## src/rtl/mem_arbiter.sv

```systemverilog
`default_nettype none
// ============================================================================
// Module   : mem_arbiter
// Function : Round-robin arbiter that shares one memory refill port between
//            two cache controllers. The grant is held for a full line burst.
// Revision : 1.0 - initial release
// ============================================================================
module mem_arbiter #(
    parameter int ADR_WIDTH   = 32,
    parameter int DATA_WIDTH  = 32,
    parameter int WORD_OFFSET = 2
) (
    input  logic                   clk,
    input  logic                   rst,
    input  logic                   req0_cc2arb,
    input  logic [ADR_WIDTH-1:0]   adr0_cc2arb,
    input  logic                   req1_cc2arb,
    input  logic [ADR_WIDTH-1:0]   adr1_cc2arb,
    output logic                   ack_arb2cc0,
    output logic                   ack_arb2cc1,
    output logic [DATA_WIDTH-1:0]  dat_arb2cc,
    output logic [WORD_OFFSET-1:0] word_arb2cc,
    output logic                   req_arb2mem,
    output logic [ADR_WIDTH-1:0]   adr_arb2mem,
    input  logic                   ack_mem2arb,
    input  logic [DATA_WIDTH-1:0]  dat_mem2arb,
    output logic                   err_arb
);

    localparam logic [1:0]             c_IDLE      = 2'd0;
    localparam logic [1:0]             c_BURST     = 2'd1;
    localparam logic [1:0]             c_RELEASE   = 2'd2;
    localparam logic [WORD_OFFSET-1:0] c_LAST_BEAT = {WORD_OFFSET{1'b1}};

    logic [1:0]             r_state;
    logic                   r_grant;
    logic                   r_prio;
    logic [WORD_OFFSET-1:0] r_cnt;
    logic [ADR_WIDTH-1:0]   r_adr;

    logic [1:0]             w_state_nxt;
    logic                   w_grant_nxt;
    logic                   w_prio_nxt;
    logic [WORD_OFFSET-1:0] w_cnt_nxt;
    logic [ADR_WIDTH-1:0]   w_adr_nxt;
    logic                   w_sel;
    logic                   w_in_burst;

    always_ff @(posedge clk) begin
        if (rst) begin
            r_state <= c_IDLE;
            r_grant <= 1'b0;
            r_prio  <= 1'b0;
            r_cnt   <= '0;
            r_adr   <= '0;
        end else begin
            r_state <= w_state_nxt;
            r_grant <= w_grant_nxt;
            r_prio  <= w_prio_nxt;
            r_cnt   <= w_cnt_nxt;
            r_adr   <= w_adr_nxt;
        end
    end

    always_comb begin
        w_state_nxt = r_state;
        w_grant_nxt = r_grant;
        w_prio_nxt  = r_prio;
        w_cnt_nxt   = r_cnt;
        w_adr_nxt   = r_adr;
        w_sel       = 1'b0;
        case (r_state)
            c_IDLE: begin
                if (req0_cc2arb || req1_cc2arb) begin
                    // A lone requester wins outright; a tie goes to the favoured side.
                    w_sel       = (req0_cc2arb && req1_cc2arb) ? r_prio : req1_cc2arb;
                    w_grant_nxt = w_sel;
                    w_adr_nxt   = w_sel ? adr1_cc2arb : adr0_cc2arb;
                    w_cnt_nxt   = '0;
                    w_state_nxt = c_BURST;
                end
            end
            c_BURST: begin
                // Requests are ignored here: memory is committed to the whole line.
                if (ack_mem2arb) begin
                    w_cnt_nxt = r_cnt + 1'b1;
                    if (r_cnt == c_LAST_BEAT) begin
                        w_prio_nxt  = ~r_grant;
                        w_state_nxt = c_RELEASE;
                    end
                end
            end
            c_RELEASE: w_state_nxt = c_IDLE;
            default:   w_state_nxt = c_IDLE;
        endcase
    end

    assign w_in_burst  = (r_state == c_BURST);
    assign ack_arb2cc0 = w_in_burst & ack_mem2arb & ~r_grant;
    assign ack_arb2cc1 = w_in_burst & ack_mem2arb &  r_grant;
    assign dat_arb2cc  = dat_mem2arb;
    assign word_arb2cc = r_cnt;
    assign err_arb     = ack_mem2arb & ~w_in_burst;
    assign req_arb2mem = w_in_burst;
    assign adr_arb2mem = r_adr;

endmodule
`default_nettype wire

```

## config.mk

```make
export PLATFORM = sky130hd
export DESIGN_NAME = mem_arbiter
export DESIGN_NICKNAME = d
export VERILOG_FILES = /design/src/rtl/mem_arbiter.sv
export SDC_FILE = /design/constraint.sdc
export NUM_CORES = 1
export LEC_CHECK = 0
export CAP_MARGIN = 20
export CORE_MARGIN = 10
export CORE_UTILIZATION = 33
export CTS_CLUSTER_DIAMETER = 150
export DETAILED_ROUTE_END_ITERATION = 6
export MAX_ROUTING_LAYER = met4
export PLACE_DENSITY = 0.91
export SYNTH_ARGS = -nofsm -noshare
export SYNTH_HDL_FRONTEND = slang
export SYNTH_SLANG_ARGS = --single-unit
export TNS_END_PERCENT = 10
```

## constraint.sdc

```tcl
create_clock -name clk -period 1.8 [get_ports clk]
set_input_delay 0.54 -clock clk [delete_from_list [all_inputs] [get_ports clk]]
set_output_delay 0.54 -clock clk [all_outputs]
set_load 0.05 [all_outputs]
```

# Word-level counts from Yosys, hierarchy flattened
# Cells that the tools add are included.
# totals
out_inout_bits	70
regBits	38
word_cells	34
inputBits	101
# classes
bitwise_logic	6
n_reduce_logical	8
n_addsub	1
muxes	9
eq_ne	5
# ops
op	count
32-bit 2-to-1 mux	1
2-bit 2-to-1 mux	5
3-bit AND reduction	3
2-bit case mux with 2 select lines	2
1-bit AND	4
2-bit != test (second input constant)	2
2-bit by 1-bit adder with 2-bit output (second input constant)	1
2-bit by 1-bit equality test with 1-bit output (second input constant)	1
2-bit equality test (second input constant)	1
2-bit logical NOT	1
2-bit by 1-bit != test with 1-bit output (second input constant)	1
1-bit inverter	2
2-bit AND reduction	1
2-bit nonzero test	1
1-bit logical AND	1
1-bit logical OR	1
1-bit 2-to-1 mux	1

# Logic depth before layout (Yosys ltp)
# depth
word_depth	4
mapped_depth	6

# Least setup slack after synthesis
# Ideal clock, no wire load.
# synth_path
kind	register to output
startpoint	register r_state[0]
endpoint	output err_arb
path_buffers	1
stages_incl_launch_ff	4
slack_ps	-196
t_required_ps	1260
arrival_ps	1456
cell_sequence	dfxtp_1 nor2b_1 buf_2 nor2b_1
# synth_via
elab_chain_len	3
# synth_rtl
item	line_no	rtl
start, declared	35	logic [1:0] r_state;
start signal, assigned	51	r_state <= c_IDLE;
start signal, assigned	57	r_state <= w_state_nxt;
2-bit by 1-bit equality test with 1-bit output	98	assign w_in_burst = (r_state == c_BURST);
net req_arb2mem	23	output logic req_arb2mem,
1-bit inverter	103	assign err_arb = ack_mem2arb & ~w_in_burst;
1-bit AND	103	
end, declared	27	output logic err_arb
# The timed path passes the listed nets, and every way through them passes these cells.

# Worst setup path in the final report
# layout_path
startpoint	register r_state[0]
endpoint	output ack_arb2cc1
# layout_via
elab_chain_len	3
# layout_rtl
item	line_no	rtl
2-bit by 1-bit equality test with 1-bit output	98	
1-bit AND (2 in a row)	100	assign ack_arb2cc1 = w_in_burst & ack_mem2arb & r_grant;
end, declared	20	output logic ack_arb2cc1,
# Every way passes these cells.

==> results_dict.tcl <==
set metrics [dict create \
    insertedDiodeCount 0 \
    ys_top_cells_by_area "sky130_fd_sc_hd__dfxtp_1 36%, sky130_fd_sc_hd__a311oi_1 13%, sky130_fd_sc_hd__buf_4 12%" \
    critPathSlowestCell "sky130_fd_sc_hd__dfxtp_1" \
    synth_area_leader_cell "sky130_fd_sc_hd__dfxtp_1" \
    buffers_on_ports 106 \
    routed_via_density 5.56 \
    synthToLayoutAreaGrowth_pct 54.4 \
    crit_fanout 3 \
    synth_ff_type "sky130_fd_sc_hd__dfxtp_1" \
    first_pass_grt_wire_length_um 11600 \
    cts_root_buffer "sky130_fd_sc_hd__clkbuf_8" \
    final.min_clock_period_ps 1750 \
    drt-initial-drc-count 139 \
    globalRouteTotalUtil_pct 14.2 \
    total_leakage_power_nw 1.25 \
    cts_num_sinks 38 \
    cts.path.max_buffers 2 \
    num_io_pins 171 \
    p_int_mw 1.92 \
    grt_start_max_net_pins 23 \
    synth.cell_area_um2 2130 \
    netlist.area_leader.share_pct 35.8 \
    drive_above_1_share_pct 23.3 \
    relSlewSlack_pct 80.6 \
    ir_worst_vdd_mv 0.557 \
    clk_pin_slew_ps 80 \
    ant_nets 0 \
    synthesis.instances 257 \
    synth_nets 359 \
    fp.dieArea_um2 10100 \
    combPwrFrac_pct 33.8 \
    setup.worst_path.end_class "output port" \
    hold-worst-slack_ps 517 \
    insertion_delay_ps 290 \
    final-seq-area_um2 762 \
    routedWlPerCell_um 18.5 \
    drt_first_pass_iters 5 \
    power-per-cell-area_nw_per_um2 862 \
    cells_along_the_critical_path "nor2b_4, and3_1, buf_12" \
    maximum_single_stage_delay_on_the_critical_path_ps 370 \
    via_count_of_the_first_global_routing_pass 2264 \
    synthesis.yosys.warnings 0 \
    synth.cells.most_frequent "38 x sky130_fd_sc_hd__dfxtp_1, 35 x sky130_fd_sc_hd__a21oi_1, 34 x sky130_fd_sc_hd__nand3_1" \
    timing_max_transition_violations_final 0 \
    path_buf_inv 1 \
    routed_wl_um 7540 \
    tightest_slew_ps 288 \
    arrival_ps 1210 \
    yosys.cell_count.top_type "sky130_fd_sc_hd__dfxtp_1" \
    dr_total_vias 2267 \
    globalRouteOverflowTotal 0 \
    synth-async-reset-ratio_pct 0 \
    initial_core_util_pct 33.7 \
    rows 29 \
    synth.distinct_cells 31 \
    post_synth.cell_area_avg_um2 8.28 \
    cp.required_ps 1260 \
    post-route-period-util_pct 97.3 \
    synth-edff-count 0 \
    cap_viol_max_count 0 \
    timing.hold.worst.class "reg2reg" \
    dp_hpwl_um 5760 \
    timing.final.ws_setup_ps 48.0 \
    timing.final.setup_violations 0 \
    multiInputGateArea_um2 976 \
    cpLargestDelayFamily "simple AND/OR/NAND/NOR gates" \
    finClkSkew_ps 5.35 \
    seq_power_share_pct 34.3 \
    clockPowerShare_pct 31.9 \
    dp_slack_ps -279 \
    gp_congestion 0.757 \
    antenna_found_initial 0 \
    run_status "finished, final reports clean" \
    power.switching_fraction_pct 32.2 \
    cts_hold_buffers 0 \
    number_of_buffers_added_by_the_clock_tree_synthesis_step 5 \
    post_route_drc 0 \
    cts_tree "built" \
    fill_cells 558 \
    critical_path_source_type "register" \
    power.switching_uw 911 \
    die_y_um 100 \
    ys_seq_area_share_pct 35.8 \
    die_w_um 100 \
    synth-seq-cells 38 \
    timing.final.hold_violations 0 \
    timing_worst_setup_path_type "reg2out" \
    cts.htree.levels 2 \
    final_nets 432 \
    clock.fmax_mhz 571 \
    area_of_the_core_um2 6310 \
]
==> timing repair <==
item | CTS | global route
setup endpoints to repair | 4 | 3
cloned | 0 | 0
setup buffers | 0 | 0
pin swaps | 1 | 1
gates resized for setup | 5 | 2
hold endpoints to repair | 0 | 0
==> sequential cells by signal, summed over array words and instances (netlist names) <==
| signal | count |
|---|---|
| adr_arb2mem | 32 |
| r_grant | 1 |
| r_prio | 1 |
| r_state | 2 |
| word_arb2cc | 2 |
==> worst min-delay path, delay by kind of cell (launching register included) <==
| family | cells | cell delay [ps] |
|---|---|---|
| AO/OA/AOI/OAI | 2 | 160 |
| flip-flops | 1 | 320 |
==> routing by layer <==
layer / vias to the layer above / routed length (µm) / global-route usage (%)
met1: 1050 / 3130 / 16.6
met2: 121 / 3510 / 21.9
met3: 22 / 749 / 5.56
met5: - / 0 / -
met4: 0 / 153 / 4.89
li1: 1074 / - / -
==> cell usage in the layout (no fill, tap or decap), types with 2 or more instances in the layout <==
| cell | netlist | layout |
|---|---|---|
| sky130_fd_sc_hd__clkdlybuf4s50_1 | 0 | 67 |
| sky130_fd_sc_hd__buf_4 | 33 | 44 |
| sky130_fd_sc_hd__dfxtp_1 | 38 | 37 |
| sky130_fd_sc_hd__a21oi_1 | 35 | 35 |
| sky130_fd_sc_hd__nand3_1 | 34 | 34 |
| sky130_fd_sc_hd__a311oi_1 | 32 | 32 |
| sky130_fd_sc_hd__o21ai_0 | 23 | 23 |
| sky130_fd_sc_hd__buf_12 | 0 | 14 |
| sky130_fd_sc_hd__o21ai_1 | 9 | 9 |
| sky130_fd_sc_hd__clkbuf_8 | 0 | 6 |
| sky130_fd_sc_hd__and3_1 | 2 | 2 |
| sky130_fd_sc_hd__nor2_2 | 1 | 2 |
| sky130_fd_sc_hd__nor2b_1 | 4 | 2 |
| sky130_fd_sc_hd__nand2_1 | 2 | 2 |
| sky130_fd_sc_hd__bufinv_16 | 0 | 2 |
==> per-stage QoR <==
| step | setup TNS [ps] | instance area, µm² | power (mW) | util (%) | std cells |
|---|---|---|---|---|---|
| detailed placement | -4770 | 3130 | 1.95 | 49.5 | 400 |
| CTS | 0 | 3270 | 2.85 | 51.9 | 408 |
| global route | -8.52 | 3280 | 2.95 | 52.0 | 408 |
| finish | 0 | 3280 | 2.83 | 52.0 | 408 |
| floorplan | -189 | 2130 | 1.70 | - | 257 |
| global placement | -2940 | 3130 | 1.93 | 49.5 | 400 |
==> kinds of logic after synthesis <==
| family | synth area share [%] |
|---|---|
| AO/OA/AOI/OAI | 31.0 |
| buffers and inverters | 19.2 |
| AND/OR/NAND/NOR | 13.4 |
| flip-flops | 35.8 |
| adder cells (fa/ha/maj) | 0.588 |
==> area by class of cell <==
type | instances | area share [%]
clock buffer | 6 | 2.52
tap | 77 | 2.93
sequential | 38 | 23.2
inverter | 1 | 0.114
clock inverter | 2 | 1.83
timing repair buffer | 127 | 39.7
multi-input combinational | 157 | 29.7
==> power by group through the flow <==
stage / sequential, mW / combinational [mW] / clock [mW]
2_1_floorplan: 1.24 / 0.462 / 0
3_3_place_gp: 0.984 / 0.944 / 0
3_5_place_dp: 0.989 / 0.958 / 0
4_1_cts: 0.971 / 0.960 / 0.917
5_1_grt: 0.981 / 1.01 / 0.959
6_report: 0.972 / 0.958 / 0.902
==> path summary, 6_finish.rpt <==
| path | start | end | slack [ps] | cells past startpoint |
|---|---|---|---|---|
| max | r_state[0]$_SDFFE_PP0P_ | ack_arb2cc1 | 50 | 3 |
| min | adr_arb2mem[28]$_SDFFE_PP0P_ | adr_arb2mem[28]$_SDFFE_PP0P_ | 520 | 2 |
| max reg2reg | r_state[0]$_SDFFE_PP0P_ | adr_arb2mem[27]$_SDFFE_PP0P_ | 480 | 5 |
| min reg2reg | adr_arb2mem[28]$_SDFFE_PP0P_ | adr_arb2mem[28]$_SDFFE_PP0P_ | 520 | 2 |
No activity file was read; power rests on OpenSTA's default activity.
